## src/rtl/cnt_mod.sv

```systemverilog
// Parametrised modulo-N up/down counter with load, wrap/saturate mode,
// combinational terminal count for cascading and a registered wrap pulse.
module cnt_mod #(
    parameter int WIDTH     = 4,
    parameter int MODULUS   = 12,
    parameter int RESET_VAL = 0
) (
    input  logic             clk,
    input  logic             reset,
    input  logic             en,
    input  logic             ud,
    input  logic             sat,
    input  logic             load,
    input  logic [WIDTH-1:0] din,
    output logic [WIDTH-1:0] q,
    output logic             tc,
    output logic             wrap,
    output logic             err
);

    if (WIDTH < 1 || WIDTH > 16) begin : g_bad_width
        $error("cnt_mod: WIDTH must be 1..16");
    end
    if (MODULUS < 2 || MODULUS > (1 << WIDTH)) begin : g_bad_mod
        $error("cnt_mod: MODULUS must be 2..2**WIDTH");
    end
    if (RESET_VAL < 0 || RESET_VAL >= MODULUS) begin : g_bad_rst
        $error("cnt_mod: RESET_VAL must be below MODULUS");
    end

    // One extra bit so that MODULUS == 2**WIDTH is representable
    localparam logic [WIDTH:0]   MOD_W = (WIDTH+1)'(MODULUS);
    localparam logic [WIDTH-1:0] MAX   = WIDTH'(MODULUS - 1);
    localparam logic [WIDTH-1:0] RST   = WIDTH'(RESET_VAL);

    logic [WIDTH-1:0] q_n;
    logic             wrap_n;
    logic             err_n;
    logic             at_max;
    logic             at_min;
    logic             din_bad;

    assign at_max  = (q == MAX);
    assign at_min  = (q == '0);
    assign din_bad = ({1'b0, din} >= MOD_W);
    assign tc      = en & ~load & ~sat & (ud ? at_max : at_min);

    always_comb begin
        q_n    = q;
        wrap_n = 1'b0;
        err_n  = err;
        if (load) begin
            if (din_bad) begin
                q_n   = MAX;
                err_n = 1'b1;
            end else begin
                q_n = din;
            end
        end else if (en) begin
            if (ud) begin
                // Bound compare first, so q+1 never overflows WIDTH
                if (at_max) begin
                    if (!sat) begin
                        q_n    = '0;
                        wrap_n = 1'b1;
                    end
                end else begin
                    q_n = q + 1'b1;
                end
            end else begin
                if (at_min) begin
                    if (!sat) begin
                        q_n    = MAX;
                        wrap_n = 1'b1;
                    end
                end else begin
                    q_n = q - 1'b1;
                end
            end
        end
    end

    always_ff @(posedge clk or negedge reset) begin
        if (!reset) begin
            q    <= RST;
            wrap <= 1'b0;
            err  <= 1'b0;
        end else begin
            q    <= q_n;
            wrap <= wrap_n;
            err  <= err_n;
        end
    end

endmodule

```

## config.mk

```make
export PLATFORM = sky130hd
export DESIGN_NAME = cnt_mod
export DESIGN_NICKNAME = d
export VERILOG_FILES = /design/src/rtl/cnt_mod.sv
export SDC_FILE = /design/constraint.sdc
export NUM_CORES = 1
export LEC_CHECK = 0
export CORE_MARGIN = 2
export CORE_UTILIZATION = 39
export DETAILED_ROUTE_END_ITERATION = 10
export GPL_ROUTABILITY_DRIVEN = 0
export PLACE_DENSITY = 0.71
export SYNTH_ARGS = -nofsm -noshare
export SYNTH_HDL_FRONTEND = slang
export SYNTH_SLANG_ARGS = --single-unit
```

## constraint.sdc

```tcl
create_clock -name clk -period 1.5 [get_ports clk]
set_input_delay 0.375 -clock clk [delete_from_list [all_inputs] [get_ports clk]]
set_output_delay 0.375 -clock clk [all_outputs]
set_load 0.05 [all_outputs]
```

==> results.md <==
- The cell total after placement is 99.
- For this run, the post-layout net count is 103.
- From left edge to right edge, the die measures approximately 40 µm.
- The critical path goes through inv_4, ha_4, nand2b_4, mux2_4, nor4_4, buf_12.
- The ratio of cells with drive above 1 in the final layout is between 50% and 60%.
- The CTS tree is yes.
- The wire-length estimate of the detail-placed layout is 1140 µm.
- The tree is rooted in a sky130_fd_sc_hd__clkbuf_4.
- 17 I/O pins were placed.
- The total wirelength of the detailed-routed design is 1540 µm.
- During placement, the flow inserted port buffers numbering 16.
- The final critical-path setup slack is -609 ps.
- The flow ran to the end, but the final reports show violations.
- The number of nets in the synthesized netlist is 69.
- Global routing used a little over a fifth of the available tracks.
- The number of nets with antenna violations after routing is 0.
- The floorplan step set the die height to 41.2 µm.
- The pre-CTS setup slack is -666 ps.
- The number of cells on the worst reg-to-reg path is 8.
- The average instance in the mapped netlist occupies 9.46 µm².
- The largest voltage drop on the vdd net is 0.472 mV.
- The total number of placement rows is 13.
- The post-route cell area is roughly 980 µm².
- The largest stage delay on the critical path is 510 ps.
- The number of standard cells in the layout, taps in and fillers out is approximately 110.
- In the routed design, unresolved DRC markers number 0.
- The number of pins exceeding their max-slew limit in the final report is 0.
- The arrival time reported for the critical path endpoint is 1730 ps.
- The maximum buffer depth of the clock tree is 2.
- The total via count in the routed design is 573.
- The slowest library cell on the worst path is sky130_fd_sc_hd__dfrtp_4.
- In the final routed layout, each cell accounts on average for 14.6 µm.
- The number of antenna violations at the first check in global routing is 0.
- Setup repair after global routing could not meet its margin everywhere.
- Once the floorplan was initialized, standard cells occupied about 41% of the core.
- In this run the number of H-tree levels came out at 1.
- The classification of the worst-slack hold path is in -> async.
- The count of state elements after synthesis is 6.
- The synthesized cell area is 539 µm².
- The final hold violation count is 0.
- The CTS buffer count is 3.
- During synthesis, Yosys emitted a total of 0 warnings.
- After layout, the worst path uses 141% of the clock period.
- The total die area is 1700 µm².
- In this run, the number of DRC markers left after iteration 0 of detailed routing was 10.
- The total power density per cell area is 976 nW/µm².
- For the pin with the worst max-slew slack, the measured transition is 313 ps.
- The per-cell via count in the routed design is 5.46.
- The via count of the first global-routing pass came to 519.
- The total area inside the core boundary comes to approximately 1300 µm².
- The share of the yosys chip area belonging to registers is 27.8%.
- The reg-to-reg endpoint is q[2].
- The shortest period the worst path allows is between 2000 and 2500 ps.
- The synthesized instance count is 57.
- The largest net degree at the start of global routing is 13.
- The overall power is between 0.9 and 1 mW.
- The area of placed instances is 910 µm².
- The register-to-register setup slack is -380 ps.
- Global routing finished with a remaining overflow of 0.
- The first-pass iteration count of the detailed router is 4.
- The highest net fanout along the worst path is 3.
- The number of max-capacitance violations reported is 0.
- The antenna diode count is 0.
- The endpoint kind of the worst setup timing path is a primary output.
- Relative to the synthesized area, the layout overhead comes to 81.4%.
- For the worst-skew pair, the clock arrives at the later sink with an insertion delay of around 260 ps.
- Setup violations remaining at the end of the flow were counted as 6.
- The class of the most critical setup path is reg -> out.
- The clock-pin slew on the worst setup and hold paths is 60 ps.
- The checks that failed: negative setup slack.
- Based on the critical path, the design can be clocked at up to 474 MHz.
- The data required time of the worst path is 1120 ps.
- The clock sink count is 6.
- Clock skew on the completed layout was measured at between 9 and 10 ps.
- The final-layout fill cell count is 97.
- The startpoint identified for the worst register-to-register timing path is q[0].
- The post-route setup TNS is -1930 ps.
- Headroom to the max-slew limit came out at 79.0%.
- The category of the worst setup path launch point is a flop.
- The number of distinct standard cells referenced by the synthesized netlist is 31.
- The first global-routing pass estimated 2240 µm of wire.
- The static leakage power is slightly above 0.4 nW.
-- cell families (layout without fill, tap and decap cells) --
group	count (synthesis)	count (layout)	share of synthesized area [%]
mux	4	4	9.28
xor+xnor	1	1	1.62
flops	6	6	27.8
simple gates	20	20	23.7
buf+inv	8	41	9.74
compound gates	16	16	23.2
fa+ha+maj	2	2	4.64
-- cell usage after synthesis --
master | n | area share, %
sky130_fd_sc_hd__nor3_2 | 1 | 1.9
sky130_fd_sc_hd__o22ai_4 | 1 | 3.7
sky130_fd_sc_hd__nand3_1 | 1 | 0.93
sky130_fd_sc_hd__ha_1 | 2 | 4.6
sky130_fd_sc_hd__a31oi_1 | 2 | 2.3
sky130_fd_sc_hd__dfrtp_1 | 6 | 28
sky130_fd_sc_hd__mux2_4 | 2 | 5.6
sky130_fd_sc_hd__o21bai_1 | 1 | 1.4
sky130_fd_sc_hd__a31o_2 | 1 | 1.6
sky130_fd_sc_hd__and3b_2 | 2 | 3.7
sky130_fd_sc_hd__mux2i_1 | 2 | 3.7
sky130_fd_sc_hd__nor3b_1 | 1 | 1.4
sky130_fd_sc_hd__o21ai_0 | 2 | 1.9
sky130_fd_sc_hd__inv_1 | 4 | 2.8
sky130_fd_sc_hd__a21oi_1 | 3 | 2.8
sky130_fd_sc_hd__a221o_1 | 1 | 1.9
sky130_fd_sc_hd__nand2b_4 | 1 | 2.6
sky130_fd_sc_hd__nor3_1 | 1 | 0.93
sky130_fd_sc_hd__nand2b_1 | 2 | 2.3
sky130_fd_sc_hd__buf_4 | 2 | 2.8
sky130_fd_sc_hd__xnor2_1 | 1 | 1.6
sky130_fd_sc_hd__a22oi_1 | 1 | 1.4
sky130_fd_sc_hd__nor2_1 | 3 | 2.1
sky130_fd_sc_hd__buf_6 | 2 | 4.2
sky130_fd_sc_hd__o41a_1 | 1 | 2.1
sky130_fd_sc_hd__nor4_1 | 3 | 3.5
sky130_fd_sc_hd__o21ai_1 | 1 | 0.93
sky130_fd_sc_hd__a2bb2oi_1 | 1 | 1.6
sky130_fd_sc_hd__nand2_1 | 4 | 2.8
sky130_fd_sc_hd__and4_1 | 1 | 1.6
sky130_fd_sc_hd__a41oi_1 | 1 | 1.6
-- metal layers --
| layer | part of all wire (%) | vias up | track usage [%] |
|---|---|---|---|
| li1 | - | 281 | - |
| met1 | 44 | 269 | 24.3 |
| met2 | 49 | 17 | 35.9 |
| met3 | 3.5 | 6 | 6.52 |
| met4 | 3.1 | 0 | 12.9 |
| met5 | 0 | - | 0 |
-- cell type report --
type	count	area, µm²	area share, %
Sequential cell	6	156	16.0
Multi-Input combinational cell	43	394	40.3
Timing Repair Buffer	33	365	37.3
Inverter	4	17.5	1.79
Clock buffer	4	26.3	2.69
Tap cell	15	18.8	1.92
-- metrics by stage --
| stage | utilization (%) | hold WS [ps] |
|---|---|---|
| floorplan | - | 79.4 |
| global placement | 69.9 | 550 |
| detailed placement | 69.9 | 567 |
| CTS | 74.3 | 378 |
| global route | 75.2 | 385 |
| finish | 75.2 | 370 |
-- cell usage in the layout (no fill, tap or decap), drive strengths merged, types with 2 or more instances in the layout --
cell type | netlist | layout
buf | 4 | 24
nand2 | 4 | 4
a31oi | 2 | 2
clkbuf | 0 | 4
nand2b | 3 | 3
mux2 | 2 | 2
and3b | 2 | 2
mux2i | 2 | 2
a21oi | 3 | 3
nor2 | 3 | 3
clkdlybuf4s50 | 0 | 9
inv | 4 | 4
nor3 | 2 | 2
ha | 2 | 2
o21ai | 3 | 3
nor4 | 3 | 3
dfrtp | 6 | 6
-- how the worst max path moves through the flow --
stage	startpoint	endpoint	slack [ps]	cells after the start
after CTS	q[0]	tc	-600	6
after global routing	q[0]	tc	-650	6
after global placement	ud	tc	-620	5
after detailed placement	ud	tc	-670	5
after floorplan	q[0]	tc	-690	5
final	q[0]	tc	-610	6
-- critical path: cells and delay by family, from the launching register on --
kind,cells,cell delay [ps]
multiplexers,1,290
adder cells (fa/ha/maj),1,140
flip-flops,1,510
AND/OR/NAND/NOR,2,270
buffers and inverters,2,250
-- what timing repair did --
action                     in CTS  in global routing
setup buffers                   2                  0
setup endpoints to repair       6                  6
pin swaps                       4                  1
hold buffers                    0                  0
resized for setup               4                  2
-- flip-flops by register name (all words and copies together), names as in the netlist --
| name | count |
|---|---|
| q | 4 |
| err | 1 |
| wrap | 1 |
-- power by group --
part | internal (mW) | switching [mW]
clock | 0.102 | 0.0766
combinational | 0.284 | 0.253
sequential | 0.189 | 0.0500
total | 0.575 | 0.379
Note: power is estimated with default switching activity, not from simulation.
